<file path="config.mk">
export PLATFORM = sky130hd
export DESIGN_NAME = hex_counter
export DESIGN_NICKNAME = d
export VERILOG_FILES = /design/src/rtl/hex_pkg.sv /design/src/rtl/hex_counter_key_debounce.sv /design/src/rtl/hex_counter.sv
export SDC_FILE = /design/constraint.sdc
export NUM_CORES = 1
export LEC_CHECK = 0
export BUFFER_PORTS_ARGS = -buffer_cell sky130_fd_sc_hd__buf_2
export CAP_MARGIN = 20
export CORE_UTILIZATION = 50
export DETAILED_ROUTE_END_ITERATION = 8
export PLACE_DENSITY = 0.65
export SLEW_MARGIN = 15
export SYNTH_ARGS = -nofsm -noshare
export SYNTH_HDL_FRONTEND = slang
export SYNTH_SLANG_ARGS = --single-unit
</file>
<file path="constraint.sdc">
create_clock -name CLOCK_50 -period 1.79 [get_ports CLOCK_50]
set_input_delay 0.179 -clock CLOCK_50 [delete_from_list [all_inputs] [get_ports CLOCK_50]]
set_output_delay 0.179 -clock CLOCK_50 [all_outputs]
set_load 0.05 [all_outputs]
</file>
<file path="src/rtl/hex_pkg.sv">
// -----------------------------------------------------------------------------
// hex_pkg
// Shared types and constants for the hex_counter block.
//   nibble_t    : 4-bit value type driven into the hex decoder
//   deb_state_t : key debouncer FSM states
//   HEX_MAX/MIN : count range limits, used for wrap detection
//   nib_step()  : one modulo-16 step up or down
// -----------------------------------------------------------------------------
package hex_pkg;

    typedef logic [3:0] nibble_t;

    typedef enum logic [1:0] {
        IDLE,
        PRESS_WAIT,
        HELD,
        RELEASE_WAIT
    } deb_state_t;

    localparam nibble_t HEX_MAX = 4'hF;
    localparam nibble_t HEX_MIN = 4'h0;

    // Modulo-16 step; the 4-bit result width provides the wrap.
    function automatic nibble_t nib_step(input nibble_t v, input logic up);
        return up ? (v + 4'd1) : (v - 4'd1);
    endfunction

endpackage

</file>
<file path="src/rtl/hex_counter_key_debounce.sv">
// -----------------------------------------------------------------------------
// key_debounce
// Two-flop synchronizer plus debounce FSM for an active-low push-button.
// Issues exactly one registered step strobe per accepted press; holding the
// key never repeats.
//   clk_i     in  : system clock
//   rst_i     in  : synchronous active-high reset
//   key_n_i   in  : raw button, active-low, asynchronous
//   step_o    out : one-cycle strobe per accepted press
// -----------------------------------------------------------------------------
module key_debounce
    import hex_pkg::*;
#(
    parameter int unsigned DEBOUNCE_CYCLES = 1_000_000
) (
    input  logic clk_i,
    input  logic rst_i,
    input  logic key_n_i,
    output logic step_o
);

    localparam int unsigned CW = (DEBOUNCE_CYCLES > 1) ? $clog2(DEBOUNCE_CYCLES) : 1;
    localparam logic [CW-1:0] CNT_LAST = CW'(DEBOUNCE_CYCLES - 1);

    logic          sync1_q, sync2_q;
    deb_state_t    state_q, state_d;
    logic [CW-1:0] cnt_q, cnt_d;
    logic          step_q, step_d;
    logic          key_up;

    // Synchronized level: 1 = released, 0 = pressed.
    assign key_up = sync2_q;

    always_ff @(posedge clk_i) begin
        if (rst_i) begin
            sync1_q <= 1'b1;
            sync2_q <= 1'b1;
            state_q <= IDLE;
            cnt_q   <= '0;
            step_q  <= 1'b0;
        end else begin
            sync1_q <= key_n_i;
            sync2_q <= sync1_q;
            state_q <= state_d;
            cnt_q   <= cnt_d;
            step_q  <= step_d;
        end
    end

    // The cycle that enters a WAIT state is not counted; the counter then
    // needs DEBOUNCE_CYCLES further stable cycles before the state is accepted.
    always_comb begin
        state_d = state_q;
        cnt_d   = cnt_q;
        step_d  = 1'b0;
        unique case (state_q)
            IDLE: begin
                if (!key_up) begin
                    state_d = PRESS_WAIT;
                    cnt_d   = '0;
                end
            end
            PRESS_WAIT: begin
                if (key_up) begin
                    state_d = IDLE;
                end else if (cnt_q == CNT_LAST) begin
                    state_d = HELD;
                    step_d  = 1'b1;
                end else begin
                    cnt_d = cnt_q + CW'(1);
                end
            end
            HELD: begin
                if (key_up) begin
                    state_d = RELEASE_WAIT;
                    cnt_d   = '0;
                end
            end
            RELEASE_WAIT: begin
                if (!key_up) begin
                    state_d = HELD;
                end else if (cnt_q == CNT_LAST) begin
                    state_d = IDLE;
                end else begin
                    cnt_d = cnt_q + CW'(1);
                end
            end
            default: state_d = IDLE;
        endcase
    end

    assign step_o = step_q;

endmodule

</file>
<file path="src/rtl/hex_counter.sv">
// -----------------------------------------------------------------------------
// hex_counter
// 4-bit counter feeding a seven-segment hex decoder. Advances once per
// prescaled tick while RUN=1 and once per debounced key press; DIR selects
// up (1) or down (0). WRAP pulses on the edge VALUE wraps.
//   CLOCK_50  in  : system clock
//   RESET     in  : synchronous active-high reset
//   KEY_STEP  in  : raw push-button, active-low, asynchronous
//   RUN       in  : enable automatic counting
//   DIR       in  : 1 = up, 0 = down
//   LOAD      in  : (HEX_COUNTER_LOAD_EN only) load LOAD_VAL, clear prescaler
//   LOAD_VAL  in  : (HEX_COUNTER_LOAD_EN only) value to load
//   VALUE     out : registered count
//   WRAP      out : registered one-cycle wrap pulse
// Optional feature macro: HEX_COUNTER_LOAD_EN
// -----------------------------------------------------------------------------
module hex_counter
    import hex_pkg::*;
#(
    parameter int unsigned TICK_DIV        = 50_000_000,
    parameter int unsigned DEBOUNCE_CYCLES = 1_000_000
) (
    input  logic       CLOCK_50,
    input  logic       RESET,
    input  logic       KEY_STEP,
    input  logic       RUN,
    input  logic       DIR,
`ifdef HEX_COUNTER_LOAD_EN
    input  logic       LOAD,
    input  logic [3:0] LOAD_VAL,
`endif
    output logic [3:0] VALUE,
    output logic       WRAP
);

    localparam int unsigned PW = $clog2(TICK_DIV);
    localparam logic [PW-1:0] PSC_LAST = PW'(TICK_DIV - 1);

    logic [PW-1:0] psc_q, psc_d;
    logic          tick_q, tick_d;
    nibble_t       value_q, value_d;
    logic          wrap_q, wrap_d;
    logic          step;
    logic          load;
    nibble_t       load_val;

`ifdef HEX_COUNTER_LOAD_EN
    assign load     = LOAD;
    assign load_val = LOAD_VAL;
`else
    assign load     = 1'b0;
    assign load_val = HEX_MIN;
`endif

    key_debounce #(
        .DEBOUNCE_CYCLES(DEBOUNCE_CYCLES)
    ) u_key (
        .clk_i  (CLOCK_50),
        .rst_i  (RESET),
        .key_n_i(KEY_STEP),
        .step_o (step)
    );

    always_ff @(posedge CLOCK_50) begin
        if (RESET) begin
            psc_q   <= '0;
            tick_q  <= 1'b0;
            value_q <= HEX_MIN;
            wrap_q  <= 1'b0;
        end else begin
            psc_q   <= psc_d;
            tick_q  <= tick_d;
            value_q <= value_d;
            wrap_q  <= wrap_d;
        end
    end

    always_comb begin
        psc_d   = '0;
        tick_d  = 1'b0;
        value_d = value_q;
        wrap_d  = 1'b0;

        // tick is registered, so it is applied one edge after the terminal
        // count; this also lets a tick pending when RUN drops still land.
        if (RUN) begin
            if (psc_q == PSC_LAST) begin
                tick_d = 1'b1;
            end else begin
                psc_d = psc_q + PW'(1);
            end
        end

        // step and tick merge into a single event: at most one increment.
        if (step || tick_q) begin
            value_d = nib_step(value_q, DIR);
            wrap_d  = DIR ? (value_q == HEX_MAX) : (value_q == HEX_MIN);
        end

        // Load wins over any simultaneous count event and restarts the period.
        if (load) begin
            value_d = load_val;
            wrap_d  = 1'b0;
            psc_d   = '0;
            tick_d  = 1'b0;
        end
    end

    assign VALUE = value_q;
    assign WRAP  = wrap_q;

endmodule

</file>
Word-level counts from Yosys, hierarchy flattened
Index checks and enable logic that the tools add are counted.
{"block": "op_classes", "n_eq_ne": 12, "mux": 17, "n_bitwise": 3, "n_addsub": 4, "n_reduce_logical": 9}
{"cell": "$mux 20", "count": 5}
{"cell": "$pmux 20 s4", "count": 1}
{"cell": "$add 26x1->26 const B", "count": 1}
{"cell": "$eq 26x26->1 const B", "count": 1}
{"cell": "$add 20x1->20 const B", "count": 1}
{"cell": "$eq 20x20->1 const B", "count": 1}
{"cell": "$mux 2", "count": 6}
{"cell": "$pmux 2 s4", "count": 1}
{"cell": "$reduce_and 4->1", "count": 2}
{"cell": "$reduce_or 3->1", "count": 2}
{"cell": "$add 4x1->4 const B", "count": 1}
{"cell": "$eq 2x2->1 const B", "count": 2}
{"cell": "$eq 4x4->1 const B", "count": 1}
{"cell": "$logic_not 4->1", "count": 1}
{"cell": "$mux 4", "count": 1}
{"cell": "$ne 2x1->1 const B", "count": 2}
{"cell": "$ne 2x2->1 const B", "count": 2}
{"cell": "$reduce_or 2->1", "count": 2}
{"cell": "$sub 4x1->4 const B", "count": 1}
{"cell": "$mux 1", "count": 3}
{"cell": "$ne 3x1->1 const B", "count": 1}
{"cell": "$ne 3x3->1 const B", "count": 1}
{"cell": "$not 1->1", "count": 3}
{"cell": "$eq 2x1->1 const B", "count": 1}
{"cell": "2 further kinds", "count": 2}
{"block": "totals", "register_bits": 57, "elab_cells": 54}

Logic depth before layout (Yosys ltp)
Gate-level depths: netlist of run 1.
{"block": "logic_depth", "depth_word": 4, "mapped_depth": 8, "mapped_depth_nobuf": 7}

Cells and area by module
A second synthesis of run 1 with hierarchy kept.
{"block": "unflattened", "hier_cells": 358, "hier_area_um2": 3034.2}
{"module": "hex_counter", "area_per_inst_um2": 1614.0, "n_inst": 1, "cells_each": 181}
{"module": "key_debounce", "area_per_inst_um2": 1420.1, "n_inst": 1, "cells_each": 177}

Least setup slack after synthesis of run 1
OpenSTA, ideal clock, no wires.
{"block": "synth_timing", "path_type": "register -> register", "from": "register value_q[1] (netlist: VALUE[1])", "to": "register value_q[3] (netlist: VALUE[3])", "t_required_ps": 1720, "period_less_slack_ps": 1919, "arrival_ps": 1848, "stages_incl_launch_ff": 7, "setup_slack_ps": -129, "cell_sequence": "dfxtp_1 ha_1 a21o_1 a21oi_1 xnor2_1 or3_1 a21oi_1"}
{"block": "synth_via", "elab_chain_len": 2, "elab_cells_between_ends": 3, "classes_between": "2 x add/sub; 1 x mux"}
{"item": "from (decl)", "line": "hex_counter.sv:41", "source": "nibble_t value_q, value_d;"}
{"item": "from (signal assigned)", "line": "hex_counter.sv:73", "source": "value_q <= value_d;"}
{"item": "$sub 4x1->4 / $add 4x1->4 (equally long branches)", "line": "hex_pkg.sv:25", "source": "return up ? (v + 4'd1) : (v - 4'd1);"}
{"item": "$mux 4 (*)", "line": "hex_pkg.sv:25"}
Mark *: on every way between the ends. The rest lies on a longest branch, timed or not.
A chain may end at the register's enable or synchronous reset.

Worst setup path after layout of run 1
{"block": "layout_timing", "from": "register psc_q[9]", "to": "register psc_q[5]"}
{"block": "layout_via", "elab_chain_len": 2}
{"item": "from (decl)", "line": "hex_counter.sv:39", "source": "logic [PW-1:0] psc_q, psc_d;"}
{"item": "from (signal assigned)", "line": "hex_counter.sv:71", "source": "psc_q <= psc_d;"}
{"item": "$eq 26x26->1", "line": "hex_counter.sv:87", "source": "if (psc_q == PSC_LAST) begin"}
{"item": "$reduce_or 3->1 (no source line)"}
Every way passes these cells.

==> metrics.csv, run 1 <==
stage,metric,value,unit
finish,final_nets,346,
setup_path,endpoint_kind,flop,
sta,worstMarginPinSlew,0.427,ns
sta,hold_viol,0,
clock_network,numCtsBuffers,9,
die,start_util,0.519,
sta,slew_headroom,0.714,
synth,synth.top_cell.area_share,0.433,
placed_design,dp_hpwl,3610,um
synth,ys_ff_latch,57,
clock_network,cts_tree,yes,
clock_network,htreeDepth,3,
global_route,overflow,0,
drt,wl,5460,um
drt,routed_via_density,5.38,
synth,yosys_warnings,0,
setup_path,critPathSlowestCell,or4_4,
drt,drc,0,
finish,areaGrowthSynthToFinish,23.0,%
setup_path,path_max_fanout,12,
clock_network,clk-insertion-delay-late,0.32,ns
die,die_h,74.6,um
sta,finalCritPeriodShare,0.982,
synth,synth_commonest_cells,"dfxtp_1, nor2_1, xor2_1",
placed_design,port_buffers,9,
die,io_pins,10,
synth,synth_ff_type,dfxtp_1,
sta,finalSetupViolCount,0,
synth,synth_edf_count,0,
setup_path,crit_chain,or4_4 -> nor4_4 -> nand4_1 -> nand2b_4 -> clkbuf_16 -> nor2_1,
global_route,grt_pass1_wl,8330,um
setup_path,slowest_delay,0.55,ns
synth,yosysUniqueCellTypes,36,
sta,finalCriticalPeriod,1.76,ns
synth,synth_area_leaders,"dfxtp_1, xor2_1, nor2_1",
min_path,hp-class,input port to flop,
synth,yosysMostFrequentCell,dfxtp_1,
global_route,grt_use_total,0.200,
setup_path,path_class,flop to flop,
finish,fill_cells,436,
global_route,grt_max_degree,25,
drt,dr.pass1.iters,4,
synth,yosys.area.top_type,dfxtp_1,
setup_path,worst_setup_path_start_kind,flop,
clock_network,clkTransAtPathRegs,0.07,ns
synth,seq_area_frac_synth,0.433,
drt,drt_iter0_markers,157,
sta,max_freq,569,MHz
pwr,power_leakage,0.00122,uW
sta,holdWs,0.0311,ns
drt,wl_per_cell,13.3,um
global_route,antenna_found_initial,0,
outcome,status,"complete, no violations",
finish,antenna_cells,0,
job,maxCapViolCount,0,
die,coreArea,5070,um2
finish,fin_util,0.639,
sta,setup_tns,0,ns
pwr,power.density,869,nW/um2
synth,synth_cells,299,
global_route,grt_pass1_vias,1851,
placed_design,place_congestion,0.890,
die,die_x,74.6,um
finish,drive_gt1_frac,0.194,
synth,syn_area_per_cell,8.81,um2
die,core.rowCount,26,
setup_path,cp_num_buf_inv,1,
clock_network,clockBufferDepth,2,
drt,routed-via-count,2211,
die,dieArea,5560,um2
sta,fin_worst_skew,0.0102,ns
synth,synthesis.nets,309,
synth,synth-async-reset-ratio,0,
sta,slew_violations,0,
pwr,irDropWorstVdd,0.897,mV
setup_path,critPathArrivalTime,1.98,ns
setup_path,crit_family,simple AND/OR/NAND/NOR gates,
clock_network,ctsHoldBuffers,0,
clock_network,clock-sinks,57,
synth,syn_area,2640,um2
clock_network,cts_root_buffer,clkbuf_8,
drt,ant_nets,0,
setup_path,critical_path_required,2.01,ns
## cells by family (layout without fill, tap and decap cells)
group                      count (synthesis)  count (layout)  synth area share
xor gates and xnor gates                  38              38             0.129
DFF                                       57              57             0.433
AOI/OAI and AO/OA                         33              33            0.0726
adders and majority gates                  5               5            0.0266
and+or+nand+nor                          153             153             0.310
buffers and inverters                     13              55            0.0290
## stage by stage
step	cell area (um2)	std cells	worst slack [ns]	power, uW
6_report	3240	411	0.0327	2820
5_1_grt	3240	411	-0.0464	2910
4_1_cts	3120	403	0.0187	2830
3_5_place_dp	2870	387	-0.0702	1380
3_3_place_gp	2870	387	-0.0734	1380
2_1_floorplan	2640	299	0.0554	1350
## worst paths after layout
kind	start	end	slack, ns	cells past startpoint
worst min-delay path	KEY_STEP	u_key.sync1_q	0.03	2
worst max register to register	psc_q[9]	psc_q[5]	0.03	6
worst max-delay path	psc_q[9]	psc_q[5]	0.03	6
worst min register to register	u_key.sync1_q	u_key.key_up	0.42	1
## sequential cells by signal (all words and copies together), names as in the netlist, named ones only
register and cells:
u_key.step_o 1, VALUE 4, u_key.sync1_q 1, tick_q 1, u_key.state_q 1, u_key.cnt_q 20
u_key.key_up 1, psc_q 26, WRAP 1
## metal layers
layer  vias to the layer above  part of all wire  GRT usage
li1                       1142                 -          -
met1                      1036              0.49      0.271
met2                        31              0.47      0.297
met3                         2             0.036     0.0447
met4                         0            0.0049      0.101
met5                         -                 0          0
## cell type report
cell class	count	area, um2	share of cell area
inverter	4	15.0	0.00463
clock buffer	11	141	0.0436
sequential	57	1150	0.354
clock inverter	5	103	0.0317
timing repair buffer	35	283	0.0873
multi-input combinational	229	1470	0.452
tap	70	87.6	0.0270
## cells in the final DEF, fill, tap and decap left out, drive strengths merged
cell,instances
dfxtp,57
nor2,49
buf,34
xor2,29
nand2,23
nand4,20
a21oi,16
nand3,14
clkbuf,12
or3,10
o21ai,10
xnor2,9
nor3,7
and4,7
and3,7
nor4,5
inv,4
ha,4
o211ai,3
bufinv,3
or4,3
a21o,2
or2,2
nand2b,2
nor4b,1
nor4bb,1
and2,1
o2111a,1
o2111ai,1
nor3b,1
fa,1
clkinvlp,1
clkinv,1
## what timing repair did
item	in CTS	in global routing
gates cloned	0	1
gates resized for setup	1	9
setup endpoints to repair	4	32
setup buffers	0	7
pin swaps	0	4
## power breakdown
part           switching (uW)  internal, uW  total, uW
registers                4.15          1270       1280
clock network             500           961       1460
logic                    43.6          35.4       79.0
Power figures use the tool's default switching activity.
==> run 2: changes to the inputs <==
- CORE_UTILIZATION: 50 -> 60
- PLACE_DENSITY: 0.65 -> 0.76
==> run 2 against run 1 <==
Effect of this change:
- clock-buffer cell count increased by 1
- power decreased by 18%
- maximum frequency increased by 5.2%
- hold slack got worse by 0.0078 ns
- sequential power about the same
- global-route usage increased by 4.7 points
- cell count decreased by 7.5%
- die area decreased by 16%
- setup slack improved by 0.087 ns
- final area decreased by 8.2%
- non-clock buffer count decreased by 11
- critical path depth unchanged
==> metrics.csv, run 2 (synthesis results as in run 1) <==
stage,metric,value,unit,change
outcome,status,"complete, no violations",,unchanged
setup_path,r2r-end,u_key.cnt_q[15],,was psc_q[5]
setup_path,rr_worst_depth,6,,unchanged
finish,largest_reg_flops,26,,unchanged
setup_path,path_class,flop to flop,,unchanged
min_path,whs_path_depth,2,,unchanged
placed_design,place_congestion,0.783,,was 0.890
min_path,hp-start,KEY_STEP,,unchanged
global_route,grt_pass1_wl,8340,um,was 8330 um
finish,final_nets,335,,was 346
die,die_h,68.3,um,was 74.6 um
clock_network,ctsHoldBuffers,0,,unchanged
die,dieArea,4660,um2,was 5560 um2
clock_network,htreeDepth,3,,unchanged
global_route,grt_max_degree,16,,was 25
sta,fin_worst_skew,0.00856,ns,was 0.0102 ns
setup_path,critical_path_required,2.06,ns,was 2.01 ns
sta,setup_ws,0.119,ns,was 0.0327 ns
global_route,antenna_found_initial,0,,unchanged
clock_network,clkTransAtPathRegs,0.06,ns,was 0.07 ns
setup_path,critPathArrivalTime,1.94,ns,was 1.98 ns
drt,ant_nets,0,,unchanged
min_path,hp-class,input port to flop,,unchanged
setup_path,rrSetupSlack,0.12,ns,was 0.03 ns
min_path,whs_endpoint,u_key.sync1_q,,unchanged
die,core.rowCount,23,,was 26
placed_design,port_buffers,9,,unchanged
finish,drive_gt1_frac,0.142,,was 0.194
clock_network,clockBufferDepth,2,,unchanged
pwr,power.density,780,nW/um2,was 869 nW/um2
sta,worstMarginPinSlew,0.469,ns,was 0.427 ns
finish,final_common_cell,dfxtp_1,,unchanged
finish,fin_area,2980,um2,was 3240 um2
clock_network,clock-sinks,57,,unchanged
finish,regMostFlops,psc_q,,unchanged
setup_path,worst_setup_path_start_kind,flop,,unchanged
placed_design,postPlaceCellArea,2780,um2,was 2870 um2
drt,drt_iter0_markers,97,,was 157
sta,slew_violations,0,,unchanged
clock_network,numCtsBuffers,9,,unchanged
global_route,grt_use_total,0.247,,was 0.200
drt,routed_via_density,5.56,,was 5.38
drt,drc,0,,unchanged
pwr,total_power,2320,uW,was 2820 uW
setup_path,r2r_start,u_key.cnt_q[2],,was psc_q[9]
drt,dr.pass1.iters,4,,unchanged
clock_network,cts_root_buffer,clkbuf_8,,unchanged
sta,slew_headroom,0.685,,was 0.714
global_route,grt_pass1_vias,1945,,was 1851
die,start_util,0.640,,was 0.519
die,die_x,68.3,um,was 74.6 um
global_route,overflow,0,,unchanged
finish,areaGrowthSynthToFinish,12.9,%,was 23.0%
clock_network,cts_tree,yes,,unchanged
clock_network,clk-insertion-delay-late,0.34,ns,was 0.32 ns
drt,wl,4950,um,was 5460 um
setup_path,endpoint_kind,flop,,unchanged
die,coreArea,4120,um2,was 5070 um2
sta,hold_viol,0,,unchanged
sta,finalCritPeriodShare,0.933,,was 0.982
finish,mostFrequentLayoutCells,"dfxtp_1, nor2_1, xor2_1",,unchanged
die,io_pins,10,,unchanged
placed_design,dp_hpwl,3400,um,was 3610 um
setup_path,path_max_fanout,7,,was 12
job,maxCapViolCount,0,,unchanged
drt,routed-via-count,2113,,was 2211
drt,wl_per_cell,13.0,um,was 13.3 um
pwr,irDropWorstVdd,0.506,mV,was 0.897 mV
sta,finalSetupViolCount,0,,unchanged
finish,antenna_cells,0,,unchanged
pwr,power_leakage,0.00111,uW,was 0.00122 uW
sta,finalCriticalPeriod,1.67,ns,was 1.76 ns
placed_design,detailedPlace.worstSlack,0.0183,ns,was -0.0702 ns
sta,max_freq,599,MHz,was 569 MHz
## run 2: final cells by class
class	instances	area [um2]
clock buffers	12	135
clock inverters	4	20.0
fillers	328	1140
inverters	4	15.0
multi-input cells	229	1440
flip-flops and latches	57	1140
well taps	50	62.6
repair buffers	24	161
## run 2: critical path, cell delays in order, from the launching register on
cell and delay (ns):
dfxtp_1 0.42, nand4_1 0.19, nor3_1 0.29, buf_4 0.17
nand3_1 0.09, or3_1 0.32, a21oi_1 0.13
## run 2: how the worst max path moves through the flow
stage	startpoint	end	slack (ns)	cells past startpoint
after CTS	u_key.cnt_q[17]	u_key.cnt_q[9]	0.05	5
after detailed placement	u_key.cnt_q[11]	u_key.cnt_q[7]	0.02	5
after floorplan	VALUE[2]	VALUE[3]	0.06	5
after global routing	u_key.cnt_q[2]	u_key.cnt_q[15]	-0.06	6
after global placement	u_key.cnt_q[11]	u_key.cnt_q[9]	0.08	5
final	u_key.cnt_q[2]	u_key.cnt_q[15]	0.12	6
## run 2: layer usage
metal	routed length, um	GRT usage
met1	2450	0.289
met2	2300	0.403
met3	134	0.0750
met4	67	0.125
met5	0	0
## run 2: where the power goes
part / internal, uW / switching, uW / total (uW)
logic: 22.1 / 39.0 / 61.1
clock network: 493 / 489 / 982
registers: 1270 / 4.02 / 1280
total: 1790 / 532 / 2320
## run 2: through the flow
| step | TNS [ns] | util | instances | hold WS [ns] |
|---|---|---|---|---|
| 6_report | 0 | 0.723 | 380 | 0.0233 |
| 5_1_grt | -0.0783 | 0.723 | 380 | 0.0116 |
| 4_1_cts | 0 | 0.715 | 378 | 0.00730 |
| 3_5_place_dp | 0 | 0.676 | 362 | 0.364 |
| 3_3_place_gp | 0 | 0.676 | 362 | 0.370 |
| 2_1_floorplan | 0 | - | 299 | 0.283 |
## run 2: timing repair
item / CTS / global route
cloned: 0 / 0
pin swaps: 0 / 3
setup endpoints to repair: 2 / 12
buffers inserted: 0 / 2
gates resized for setup: 1 / 3
